--- src/rtl/scan_decoder_if.sv ---
// Bus bundle for scan_decoder: control inputs and registered select outputs.
// There is no valid/ready handshake on this bus. Every input is sampled on each
// rising clk edge. Every output is a register that stays stable for the whole
// cycle after that edge. tick and wrap are single-cycle strobes that line up
// with the idx/out update they describe.
interface scan_decoder_if #(
  parameter int SEL_W = 2
);
  localparam int N = 2**SEL_W;

  logic             en;
  logic             mode;
  logic             load;
  logic [SEL_W-1:0] in;
  logic [N-1:0]     out;
  logic [SEL_W-1:0] idx;
  logic             tick;
  logic             wrap;

  // The stimulus side drives the controls and observes the select lines.
  modport master (
    output en, mode, load, in,
    input  out, idx, tick, wrap
  );

  // The decoder side receives the controls and drives the select lines.
  modport slave (
    input  en, mode, load, in,
    output out, idx, tick, wrap
  );
endinterface

--- src/rtl/scan_decoder.sv ---
// Registered binary-to-one-hot decoder with two modes. In direct mode it
// decodes an index that was loaded. In scan mode a prescaler advances the index
// round-robin. Output polarity is selectable. tick and wrap mark each scan step.
// The SEL_W of the connected interface must equal the SEL_W of this module.
module scan_decoder #(
  parameter int SEL_W      = 2,
  parameter int DIV        = 4,
  parameter int ACTIVE_LOW = 0
) (
  input  logic            clk,
  input  logic            rst_n,
  scan_decoder_if.slave   bus
);
  localparam int N  = 2**SEL_W;
  localparam int PW = (DIV > 1) ? $clog2(DIV) : 1;

  localparam logic [PW-1:0]    PRE_MAX  = PW'(DIV - 1);
  localparam logic [SEL_W-1:0] IDX_MAX  = SEL_W'(N - 1);
  localparam logic [N-1:0]     INACTIVE = (ACTIVE_LOW != 0) ? {N{1'b1}} : {N{1'b0}};

  logic [SEL_W-1:0] idx_q, idx_next;
  logic [PW-1:0]    pre_q, pre_next;
  logic [N-1:0]     out_q, out_next;
  logic             tick_q, tick_next;
  logic             wrap_q, wrap_next;

  // Put one line in its active state and every other line in the inactive state.
  function automatic logic [N-1:0] decode(input logic [SEL_W-1:0] sel);
    logic [N-1:0] oh;
    oh      = '0;
    oh[sel] = 1'b1;
    return (ACTIVE_LOW != 0) ? ~oh : oh;
  endfunction

  // Choose the next index and prescaler value. Priority order is load, enable,
  // direct mode, then scan. out is decoded from idx_next so out and idx agree.
  always_comb begin
    idx_next  = idx_q;
    pre_next  = pre_q;
    tick_next = 1'b0;
    wrap_next = 1'b0;
    if (bus.load) begin
      idx_next = bus.in;
      pre_next = '0;
    end else if (bus.en) begin
      if (!bus.mode) begin
        pre_next = '0;
      end else if (pre_q == PRE_MAX) begin
        pre_next  = '0;
        idx_next  = idx_q + SEL_W'(1);
        tick_next = 1'b1;
        wrap_next = (idx_q == IDX_MAX);
      end else begin
        pre_next = pre_q + PW'(1);
      end
    end
    out_next = bus.en ? decode(idx_next) : INACTIVE;
  end

  // Register all state and outputs. Reset is asynchronous and active low.
  always_ff @(posedge clk or negedge rst_n) begin
    if (!rst_n) begin
      idx_q  <= '0;
      pre_q  <= '0;
      out_q  <= INACTIVE;
      tick_q <= 1'b0;
      wrap_q <= 1'b0;
    end else begin
      idx_q  <= idx_next;
      pre_q  <= pre_next;
      out_q  <= out_next;
      tick_q <= tick_next;
      wrap_q <= wrap_next;
    end
  end

  assign bus.out  = out_q;
  assign bus.idx  = idx_q;
  assign bus.tick = tick_q;
  assign bus.wrap = wrap_q;
endmodule

--- src/flat_wrapper.sv ---
// flat-port wrapper written by rule: the top's interface ports become plain ports
module scan_decoder_flat 
#(
  parameter int SEL_W      = 2,
  parameter int DIV        = 4,
  parameter int ACTIVE_LOW = 0
)
  (clk, rst_n, bus_en, bus_mode, bus_load, bus_in, bus_out, bus_idx, bus_tick, bus_wrap);
  scan_decoder_if #(.SEL_W(SEL_W)) bus_i ();
  input  logic clk;
  input  logic rst_n;
  input wire logic [$bits(bus_i.en)-1:0] bus_en;
  input wire logic [$bits(bus_i.mode)-1:0] bus_mode;
  input wire logic [$bits(bus_i.load)-1:0] bus_load;
  input wire logic [$bits(bus_i.in)-1:0] bus_in;
  output wire logic [$bits(bus_i.out)-1:0] bus_out;
  output wire logic [$bits(bus_i.idx)-1:0] bus_idx;
  output wire logic [$bits(bus_i.tick)-1:0] bus_tick;
  output wire logic [$bits(bus_i.wrap)-1:0] bus_wrap;
  assign bus_i.en = bus_en;
  assign bus_i.mode = bus_mode;
  assign bus_i.load = bus_load;
  assign bus_i.in = bus_in;
  assign bus_out = bus_i.out;
  assign bus_idx = bus_i.idx;
  assign bus_tick = bus_i.tick;
  assign bus_wrap = bus_i.wrap;
  scan_decoder #(.SEL_W(SEL_W), .DIV(DIV), .ACTIVE_LOW(ACTIVE_LOW)) u_core (.clk(clk), .rst_n(rst_n), .bus(bus_i));
endmodule
--- config.mk ---
export PLATFORM = sky130hd
export DESIGN_NAME = scan_decoder_flat
export DESIGN_NICKNAME = d
export VERILOG_FILES = /design/src/rtl/scan_decoder_if.sv /design/src/rtl/scan_decoder.sv /design/src/flat_wrapper.sv
export SDC_FILE = /design/constraint.sdc
export NUM_CORES = 1
export LEC_CHECK = 0
export CAP_MARGIN = 15
export CORE_AREA = 2 2 39 41
export CTS_BUF_LIST = sky130_fd_sc_hd__clkbuf_4
export CTS_CLUSTER_DIAMETER = 120
export DETAILED_ROUTE_END_ITERATION = 7
export DIE_AREA = 0 0 41 43
export PLACE_DENSITY = 0.76
export SLEW_MARGIN = 20
export SYNTH_ARGS = -nofsm -noshare
export SYNTH_HDL_FRONTEND = slang
export SYNTH_SLANG_ARGS = --single-unit
--- constraint.sdc ---
create_clock -name clk -period 1.7 [get_ports clk]
set_input_delay 0.17 -clock clk [delete_from_list [all_inputs] [get_ports clk]]
set_output_delay 0.17 -clock clk [all_outputs]
set_load 0.05 [all_outputs]
==> results.md <==
- Worst EP required: between 1.5 and 2 ns
- Die area: approximately 1800 µm²
- CP arrival: approximately 1.4 ns
- Synth Area in Simple Gates: a little under a quarter
- CP Max Fanout: 1
- Critical path capture point type: output port
- WL per Instance: between 10 and 15 µm
- Die W: approximately 40 µm
- Number of CTS-inserted buffers: 3
- Max Slew Vio Count: 0
- Post-route insts no fill: 79
- Clock power frac: roughly a third
- P_sw: 0.0001662 W
- First-pass DRT Iterations: 4
- Final setup TNS: 0 ns
- H-tree depth: 1
- Clk buf depth: 2
- Multiplexer area fraction after synthesis: 0%
- Slowest stage delay, CP: about 0.8 ns
- Largest family of logic cells by synthesized area: simple AND/OR/NAND/NOR gates
- Synthesized flop and latch total: 10
- RSZ-0062 raised after global routing: false
- Placed Instances: 75
- Layout Nets: 74
- Post-Syn Nets: between 50 and 60
- Vert. Die Dim: approximately 43 µm
- Complex-gate fraction of the synthesized area: between 10 and 15%
- First-pass GRT wire length: ~1500 µm
- Number of gates resized after CTS: 0
- Switching share of power: 29.10%
- Hold Buf Count CTS: 0
- Vias: between 400 and 500
- Clock skew: approximately 0.014 ns
- Top routing layer used: met4
- Xor and xnor area share after synthesis: under 10%
- CP delay by family, top: buffers and inverters
- Core ar.: around 1400 µm²
- Clock transition at path regs: approximately 0.070 ns
- WL met1: between 300 and 400 µm
- Startpoint Class: register
- P per Cell Area: between 800 and 900 nW/µm²
- Cell breakdown of the critical path: clkdlybuf4s50_1
- Rel. slew slack: between 60 and 70%
- Status: finished, final reports clean
- Maximum vdd ir drop: slightly below 0.3 mV
- CP Class: reg2out
- Largest net degree at the start of global routing: 11
- Met3 wire length: 75 µm
- Inserted Diodes: 0
- Syn. warnings: 0
- Period minus WS final: between 1.5 and 2 ns
- Syn_area_per_cell: approximately 11 µm²
- F_max: 633.6 MHz
- CTS Root Cell: clkbuf_4
- Most common cell after layout, fill and taps aside: clkdlybuf4s50_1
- Period utilization: slightly above 90%
- Vias per cell: ~5.1
- Tot GR Track Use: 12.94%
- Flop pwr share: a little under half
- Syn-to-layout area delta: 39.34%
- Vias in the first global route: 367
- # clock sinks: 10
- DRC viols: 0
- GRT overflow: 0
- Hold WS: 0.1997 ns
- Mapped Area: around 500 µm²
- Worst-margin pin slew: between 0.4 and 0.5 ns
- Setup violation total in the final timing report: 0
- Synth cell types: 22
- Final Hold Vio Count: 0
- Commonest non-fill, non-tap cells in the layout: 12 x clkdlybuf4s50_1, 9 x dfrtp_1, 5 x buf_4
- CP max-delay cell: clkdlybuf4s50_1
- I/O pin cnt: 15
- Post-Syn Instances: 44
- Detailed Route Iter0 Violations: 9
- Gpl congestion: about 0.7
- FP Rows: 14
- CP bufs+invs: 1
- Postcts setup bufs: 0
- Clk Latency, worst-skew pair: 0.28 ns
- Final HPWL DP: between 600 and 700 µm
- Initial core utilization: between 30% and 40%
- CTS tree: done
- Pleak: 0.3124 nW
- Worst hold path type: in2async
- Met2 wire len: 444 µm
- Comb power frac: between 20% and 30%
- Int Power: between 0.0004 and 0.0005 W
- Adder-cell share of the synthesized area: 7.614%
- Initial antenna violation count: 0
- # Max-Cap Violations: 0
- Seq/Total Area, Yosys: approximately half
- Routed Antenna Nets: 0
- Final wirelength: 919 µm
- # port buffers: 14
- Share of layout cells above drive strength 1: 22.22%
kinds of logic (layout without fill, tap and decap cells):
group                      Yosys count  count (layout)
AOI/OAI and AO/OA                    9               9
xor gates and xnor gates             1               1
adders and majority gates            3               3
buffers and inverters                3              22
DFF                                 10              10
and+or+nand+nor                     18              18
final timing paths:
kind | from | endpoint | slack, ns | cells after the start
max | u_core.bus.out[3]$_DFF_PN0_ | bus_out[3] | 0.12 | 1
min | rst_n | u_core.bus.out[3]$_DFF_PN0_ | 0.20 | 1
max reg2reg | u_core.pre_q[0]$_DFFE_PN0P_ | u_core.bus.out[1]$_DFF_PN0_ | 0.14 | 4
min reg2reg | u_core.pre_q[1]$_DFFE_PN0P_ | u_core.pre_q[1]$_DFFE_PN0P_ | 0.58 | 2
max in group asynchronous | rst_n | u_core.bus.idx[0]$_DFF_PN0_ | 1.17 | 1
min in group clk | bus_in[0] | u_core.bus.idx[0]$_DFF_PN0_ | 0.57 | 3
cell type report:
cell class                      count  area [µm²]
Tap cell                           16       20.02
Clock buffer                        4       30.03
Sequential cell                    10       251.5
Timing Repair Buffer               17       157.7
Fill cell                         132       696.9
Multi-Input combinational cell     31       224.0
Inverter                            1       3.754
synthesized netlist by cell type, drive strengths merged:
| cell | n | share of area (%) |
|---|---|---|
| dfrtp | 10 | 51 |
| a21oi | 5 | 5.8 |
| nand3 | 4 | 4.1 |
| nor2 | 4 | 3.0 |
| ha | 3 | 7.6 |
| a211oi | 2 | 3.0 |
| nand2b | 2 | 2.5 |
| nor3 | 2 | 3.0 |
| a211o | 1 | 1.8 |
| and2 | 1 | 1.3 |
| and4 | 1 | 1.8 |
| and4b | 1 | 2.0 |
| buf | 1 | 2.3 |
| clkbuf | 1 | 0.76 |
| inv | 1 | 0.76 |
| nor2b | 1 | 1.8 |
| o31ai | 1 | 1.5 |
| or2b | 1 | 1.5 |
| or4b | 1 | 2.8 |
| xor2 | 1 | 1.8 |
flip-flops by register name, summed over array words and instances, names as in the netlist:
register / count
u_core.bus.out: 4
u_core.pre_q: 2
u_core.bus.tick: 1
u_core.bus.idx: 2
u_core.bus.wrap: 1
power groups by stage:
stage	sequential, W	clock, W	combinational (W)
floorplan	0.000297	0	0.0000350
global placement	0.000263	0	0.000117
detailed placement	0.000263	0	0.000119
CTS	0.000259	0.000196	0.000119
global route	0.000261	0.000207	0.000127
finish	0.000259	0.000194	0.000118
per-stage QoR:
step	utilization (%)	setup WS [ns]	total power [W]	cell area (µm²)
finish	49.64	0.1218	0.0005712	686.9
global route	49.64	0.07060	0.0005947	686.9
CTS	49.64	0.1118	0.0005742	686.9
detailed placement	47.47	-0.02465	0.0003823	656.9
global placement	47.47	0.03288	0.0003799	656.9
floorplan	-	0.004294	0.0003323	494.2
metal layers:
metal  track usage [%]  vias to the layer above
met5                 0                        -
met4             8.000                        0
met3             3.141                        3
met2             18.75                       24
met1             16.45                      180
li1                  -                      195
No activity file was read; power rests on OpenSTA's default activity.
